File: src/rtl/portrait_loader.sv
// portrait_loader: streams 80x80 palette bytes into the portrait sprite RAM.
// Optional trailer checksum: define PORTRAIT_LOADER_CHECKSUM_EN.
//
// Ports:
//   Clk, Reset_n          clock, async active-low reset
//   start, abort          session control (start sampled in IDLE only)
//   in_data/valid/ready   byte source handshake
//   wr_en/addr/data       RAM write port, one cycle after each handshake
//   busy, done, loaded    session status; loaded is sticky until next start
//   checksum_err          (checksum build only) trailer mismatch flag
module portrait_loader #(
  parameter int IMG_W  = 80,
  parameter int IMG_H  = 80,
  parameter int DATA_W = 8,
  parameter int ADDR_W = 13
) (
  input  logic              Clk,
  input  logic              Reset_n,
  input  logic              start,
  input  logic              abort,
  input  logic [DATA_W-1:0] in_data,
  input  logic              in_valid,
  output logic              in_ready,
  output logic              wr_en,
  output logic [ADDR_W-1:0] wr_addr,
  output logic [DATA_W-1:0] wr_data,
  output logic              busy,
  output logic              done,
  output logic              loaded
`ifdef PORTRAIT_LOADER_CHECKSUM_EN
  ,
  output logic              checksum_err
`endif
);

  localparam int XW = $clog2(IMG_W);
  localparam int YW = $clog2(IMG_H + 1);
  localparam logic [XW-1:0] X_LAST = XW'(IMG_W - 1);
  localparam logic [YW-1:0] Y_LAST = YW'(IMG_H - 1);

  typedef enum logic [1:0] {
    S_IDLE,
    S_LOAD,
    S_FINISH
`ifdef PORTRAIT_LOADER_CHECKSUM_EN
    ,
    S_CHECK
`endif
  } state_t;

  state_t state_q, state_d;

  logic [ADDR_W-1:0] pix_q;
  logic [XW-1:0]     x_q;
  logic [YW-1:0]     y_q;

  logic hs;
  logic start_go;
  logic abort_go;
  logic load_hs;
  logic last_px;

  assign hs       = in_valid & in_ready;
  assign start_go = (state_q == S_IDLE) & start;
  assign load_hs  = (state_q == S_LOAD) & hs;
  assign last_px  = load_hs & (x_q == X_LAST) & (y_q == Y_LAST);

`ifdef PORTRAIT_LOADER_CHECKSUM_EN
  logic [DATA_W-1:0] sum_q;
  logic              chk_hs;

  assign chk_hs   = (state_q == S_CHECK) & hs;
  assign abort_go = ((state_q == S_LOAD) | (state_q == S_CHECK)) & abort;
`else
  assign abort_go = (state_q == S_LOAD) & abort;
`endif

  always_ff @(posedge Clk or negedge Reset_n) begin
    if (!Reset_n) begin
      state_q <= S_IDLE;
    end else begin
      state_q <= state_d;
    end
  end

  always_comb begin
    state_d = state_q;
    case (state_q)
      S_IDLE: begin
        if (start) state_d = S_LOAD;
      end
      S_LOAD: begin
        if (abort) begin
          state_d = S_IDLE;
        end else if (last_px) begin
`ifdef PORTRAIT_LOADER_CHECKSUM_EN
          state_d = S_CHECK;
`else
          state_d = S_FINISH;
`endif
        end
      end
`ifdef PORTRAIT_LOADER_CHECKSUM_EN
      S_CHECK: begin
        if (abort) begin
          state_d = S_IDLE;
        end else if (hs) begin
          state_d = (in_data == sum_q) ? S_FINISH : S_IDLE;
        end
      end
`endif
      S_FINISH: state_d = S_IDLE;
      default:  state_d = S_IDLE;
    endcase
  end

  // abort masks in_ready so an aborted cycle never consumes a byte
  always_comb begin
    in_ready = 1'b0;
    busy     = 1'b0;
    done     = 1'b0;
    case (state_q)
      S_LOAD: begin
        in_ready = ~abort;
        busy     = 1'b1;
      end
`ifdef PORTRAIT_LOADER_CHECKSUM_EN
      S_CHECK: begin
        in_ready = ~abort;
        busy     = 1'b1;
      end
`endif
      S_FINISH: begin
        busy = 1'b1;
        done = 1'b1;
      end
      default: ;
    endcase
  end

  always_ff @(posedge Clk or negedge Reset_n) begin
    if (!Reset_n) begin
      pix_q   <= '0;
      x_q     <= '0;
      y_q     <= '0;
      wr_en   <= 1'b0;
      wr_addr <= '0;
      wr_data <= '0;
      loaded  <= 1'b0;
    end else begin
      wr_en <= 1'b0;
      if (start_go | abort_go) begin
        pix_q <= '0;
        x_q   <= '0;
        y_q   <= '0;
      end else if (load_hs) begin
        wr_en   <= 1'b1;
        wr_addr <= pix_q;
        wr_data <= in_data;
        pix_q   <= pix_q + 1'b1;
        if (x_q == X_LAST) begin
          x_q <= '0;
          y_q <= y_q + 1'b1;
        end else begin
          x_q <= x_q + 1'b1;
        end
      end
      if (start_go) begin
        loaded <= 1'b0;
      end else if (state_q == S_FINISH) begin
        loaded <= 1'b1;
      end
    end
  end

`ifdef PORTRAIT_LOADER_CHECKSUM_EN
  always_ff @(posedge Clk or negedge Reset_n) begin
    if (!Reset_n) begin
      sum_q        <= '0;
      checksum_err <= 1'b0;
    end else begin
      if (start_go) begin
        sum_q        <= '0;
        checksum_err <= 1'b0;
      end else if (load_hs) begin
        sum_q <= sum_q + in_data;
      end else if (chk_hs && (in_data != sum_q)) begin
        checksum_err <= 1'b1;
      end
    end
  end
`endif

endmodule

File: config.mk
export PLATFORM = sky130hd
export DESIGN_NAME = portrait_loader
export DESIGN_NICKNAME = d
export VERILOG_FILES = /design/src/rtl/portrait_loader.sv
export SDC_FILE = /design/constraint.sdc
export NUM_CORES = 1
export LEC_CHECK = 0
export CAP_MARGIN = 40
export CORE_MARGIN = 8
export CORE_UTILIZATION = 48
export DETAILED_ROUTE_END_ITERATION = 8
export PLACE_DENSITY_LB_ADDON = 0.25
export SLEW_MARGIN = 5
export SYNTH_ARGS = -nofsm -noshare
export SYNTH_HDL_FRONTEND = slang
export SYNTH_SLANG_ARGS = --single-unit
export TNS_END_PERCENT = 20
File: constraint.sdc
create_clock -name Clk -period 2 [get_ports Clk]
set_clock_uncertainty 0.2 [all_clocks]
set_input_delay 0.4 -clock Clk [delete_from_list [all_inputs] [get_ports Clk]]
set_output_delay 0.4 -clock Clk [all_outputs]
set_load 0.005 [all_outputs]
==> flow_summary_export.csv <==
group,metric,value,unit
status,status,"complete, no violations",
yosys,synth_area_leaders,"dfrtp_1 (53%), nand2_1 (12%), ha_1 (3.6%), xor2_1 (2.9%), nor2_1 (2.5%)",
die,start_util,0.487,
drt,route.detailed.drc,0,
timing,min_period,1.97,ns
die,io_pins,39,
drt,drt_wl_total,5500,um
pwr,internal_power,1.91,mW
cells_and_area,fillers,434,
cells_and_area,drive_above_1_share,0.167,
clocking,cts_tree,"done",
timing,report.final.slew_viol_count,0,
yosys,synth_top_cell_area_share,0.534,
yosys,async_flop_share,1.00,
place,dp_slack,-0.212,ns
yosys,synth_area,0.00244,mm2
place,dp_hpwl,3950,um
hold_path,hold_path.class,"reg2reg",
timing,worst_slew_pin_slew,0.438,ns
die,die_area,0.00762,mm2
drt,wire_per_inst,14.0,um
yosys,synth_cell_types,40,
worst_setup_path,cp-end-kind,"flop",
worst_setup_path,crit_slowest_cell,"or4b_4",
die,die_h,87.3,um
grt,grt-ovfl-total,0,
worst_setup_path,slowest_delay,0.55,ns
drt,drt-vias-per-instance,5.11,
grt,track_usage,0.155,
drt,drt-pass1-iter-count,4,
yosys,netlist.top_cell.by_area,"dfrtp_1",
cells_and_area,fin_nets,343,
clocking,clock_latency,0.31,ns
clocking,cts_max_path_buffers,2,
worst_setup_path,crit_type,"reg2reg",
yosys,synth-seq-cells,52,
worst_setup_path,arrival,2.01,ns
grt,grt_max_degree,23,
pwr,power_density,847,mW/mm2
job,max_cap_violations,0,
worst_setup_path,required,2.03,ns
cells_and_area,fin_util,0.646,
place,io_buffer_count,38,
place,place_congestion,0.816,
clocking,cts_root_buffer,"clkbuf_8",
yosys,yosys_warnings,0,
yosys,synth-edff-count,0,
timing,fin_ws,0.0253,ns
pwr,pwr-share-clk,0.233,
pwr,ir_worst_vdd,0.000492,V
die,die_x,87.3,um
worst_setup_path,cp-start-kind,"flop",
grt,antenna_found_initial,0,
timing,period_share,0.987,
worst_setup_path,critical_path.top_delay_family,"simple AND/OR/NAND/NOR gates",
drt,dr.first_iter.drc_count,68,
yosys,ys.flop_type,"dfrtp_1",
timing,rsz0062_at_grt,"true",
clocking,cts_buffers,5,
clocking,clk_pin_slew,0.10,ns
worst_setup_path,cp_num_buf_inv,2,
yosys,syn_nets,279,
pwr,pwr-share-seq,0.459,
pwr,leakagePower,1.54,nW
timing,finalSetupViolations,0,
cells_and_area,n_antenna_cell,0,
grt,grt_pass1_wl,9210,um
worst_setup_path,path_cells,"inv_2 -> buf_4 -> ha_1 -> nor2b_2 -> or4b_4 -> a21oi_2",
timing,max_freq,0.506,GHz
yosys,avgSynthCellArea,9.42,um2
cells_and_area,fin_cells,394,
grt,first_global_vias,1966,
cells_and_area,layout-area-overhead-vs-synth,32.8,%
die,coreArea,0.00501,mm2
worst_setup_path,critPathMaxFanout,4,
clocking,htreeDepth,2,
place,placed_cells,383,
yosys,yosysSeqAreaShare,0.534,
drt,ant_nets,0,
clocking,cts_sinks,52,
drt,vias,2015,
timing,finalHoldViolCount,0,
yosys,postSynthCellCount,259,
timing,relSlewSlack,0.708,
die,rows,26,
pwr,p_comb_frac,0.309,
pwr,swShare,0.304,
pwr,power_switching,0.835,mW
[power by group through the flow]
stage,registers (mW),clock network (mW),logic (mW)
2_1_floorplan,1.28,0,0.346
3_3_place_gp,1.27,0,0.815
3_5_place_dp,1.27,0,0.836
4_1_cts,1.26,0.662,0.859
5_1_grt,1.27,0.697,0.937
6_report,1.26,0.638,0.847
[cell families after synthesis]
family | synth area share
and+or+nand+nor | 0.282
DFF | 0.534
AOI/OAI and AO/OA | 0.0688
buffers and inverters | 0.0241
xor gates and xnor gates | 0.0431
adders and majority gates | 0.0359
muxes | 0.0123
[cell usage in the layout, fill, tap and decap left out, types with 2 or more instances in the layout]
master           count
nand3b_1             2
nor3_1               4
or4b_1               2
clkbuf_8             6
nand2_1             81
xor2_1               8
nor2b_2              2
dlygate4sd2_1        2
ha_1                 6
and3_1               4
nand4_1              8
nand2b_1             2
a22oi_1              2
inv_2                2
a21oi_1              8
buf_12               3
dfrtp_1             51
or3_1                4
inv_1                3
mux2i_1              3
o21ai_0              9
xnor2_1              4
buf_4               24
clkdlybuf4s50_1     34
nand3_1              6
nor2_1              16
[layer usage]
metal	track usage	up-vias	routed length, um
met3	0.0340	8	227
li1	-	999	-
met2	0.260	44	2720
met5	0	-	0
met1	0.188	964	2450
met4	0.0656	0	108
[sequential cells by signal, summed over array words and instances (netlist names)]
name     count
wr_addr     13
wr_data      8
wr_en        1
loaded       1
x_q          7
pix_q       13
state_q      2
y_q          7
[cell usage after synthesis (2+ instances only)]
library cell / n
nand4_1: 8
xnor2_1: 4
nand3_1: 6
nand2b_1: 2
xor2_1: 8
inv_1: 5
nor2b_1: 2
clkbuf_1: 4
nand3b_1: 2
nor2_1: 16
nor3_1: 4
or4b_1: 3
and3_1: 5
ha_1: 7
buf_2: 5
mux2i_1: 3
a22oi_1: 2
o21ai_0: 9
a21oi_1: 9
dfrtp_1: 52
or3_1: 4
nand2_1: 81
[stage by stage]
stage	TNS [ns]	instance area, um2	power [mW]	hold slack (ns)
global route	-0.0453	3240	2.91	0.309
detailed placement	-4.93	3090	2.11	0.165
CTS	0	3220	2.78	0.286
finish	0	3240	2.74	0.278
global placement	-3.33	3090	2.08	0.166
floorplan	0	2440	1.62	-0.0956
[worst reg2reg max path, stage by stage (launching register included)]
cell and delay [ns]:
dfrtp_1 0.37, inv_2 0.06, buf_4 0.15, ha_1 0.21, nor2b_2 0.19, or4b_4 0.55
a21oi_2 0.17
[timing repair]
item | CTS | global route
hold buffers | 1 | 0
setup buffers | 2 | 0
gates resized for setup | 10 | 6
setup endpoints to repair | 5 | 5
hold endpoints to repair | 14 | 0
[path summary, 6_finish.rpt]
| kind | startpoint | to | slack (ns) | depth (start not counted) |
|---|---|---|---|---|
| worst max-delay path | state_q[1] | state_q[1] | 0.03 | 6 |
| worst min-delay path | wr_addr[0] | wr_addr[0] | 0.28 | 2 |
| worst max register to register | state_q[1] | state_q[1] | 0.03 | 6 |
| worst min register to register | wr_addr[0] | wr_addr[0] | 0.28 | 2 |
| max in group asynchronous | Reset_n | pix_q[10] | 0.78 | 3 |
| min in group asynchronous | Reset_n | pix_q[12] | 0.36 | 2 |
[final cells by class]
| cell class | instances | area, um2 | area share |
|---|---|---|---|
| sequential | 52 | 1300 | 0.402 |
| multi-input combinational | 193 | 1110 | 0.344 |
| timing repair buffer | 66 | 618 | 0.191 |
| tap | 70 | 87.6 | 0.0270 |
| clock buffer | 6 | 82.6 | 0.0255 |
| inverter | 5 | 18.8 | 0.00580 |
| clock inverter | 2 | 13.8 | 0.00425 |
Power figures use the tool's default switching activity.
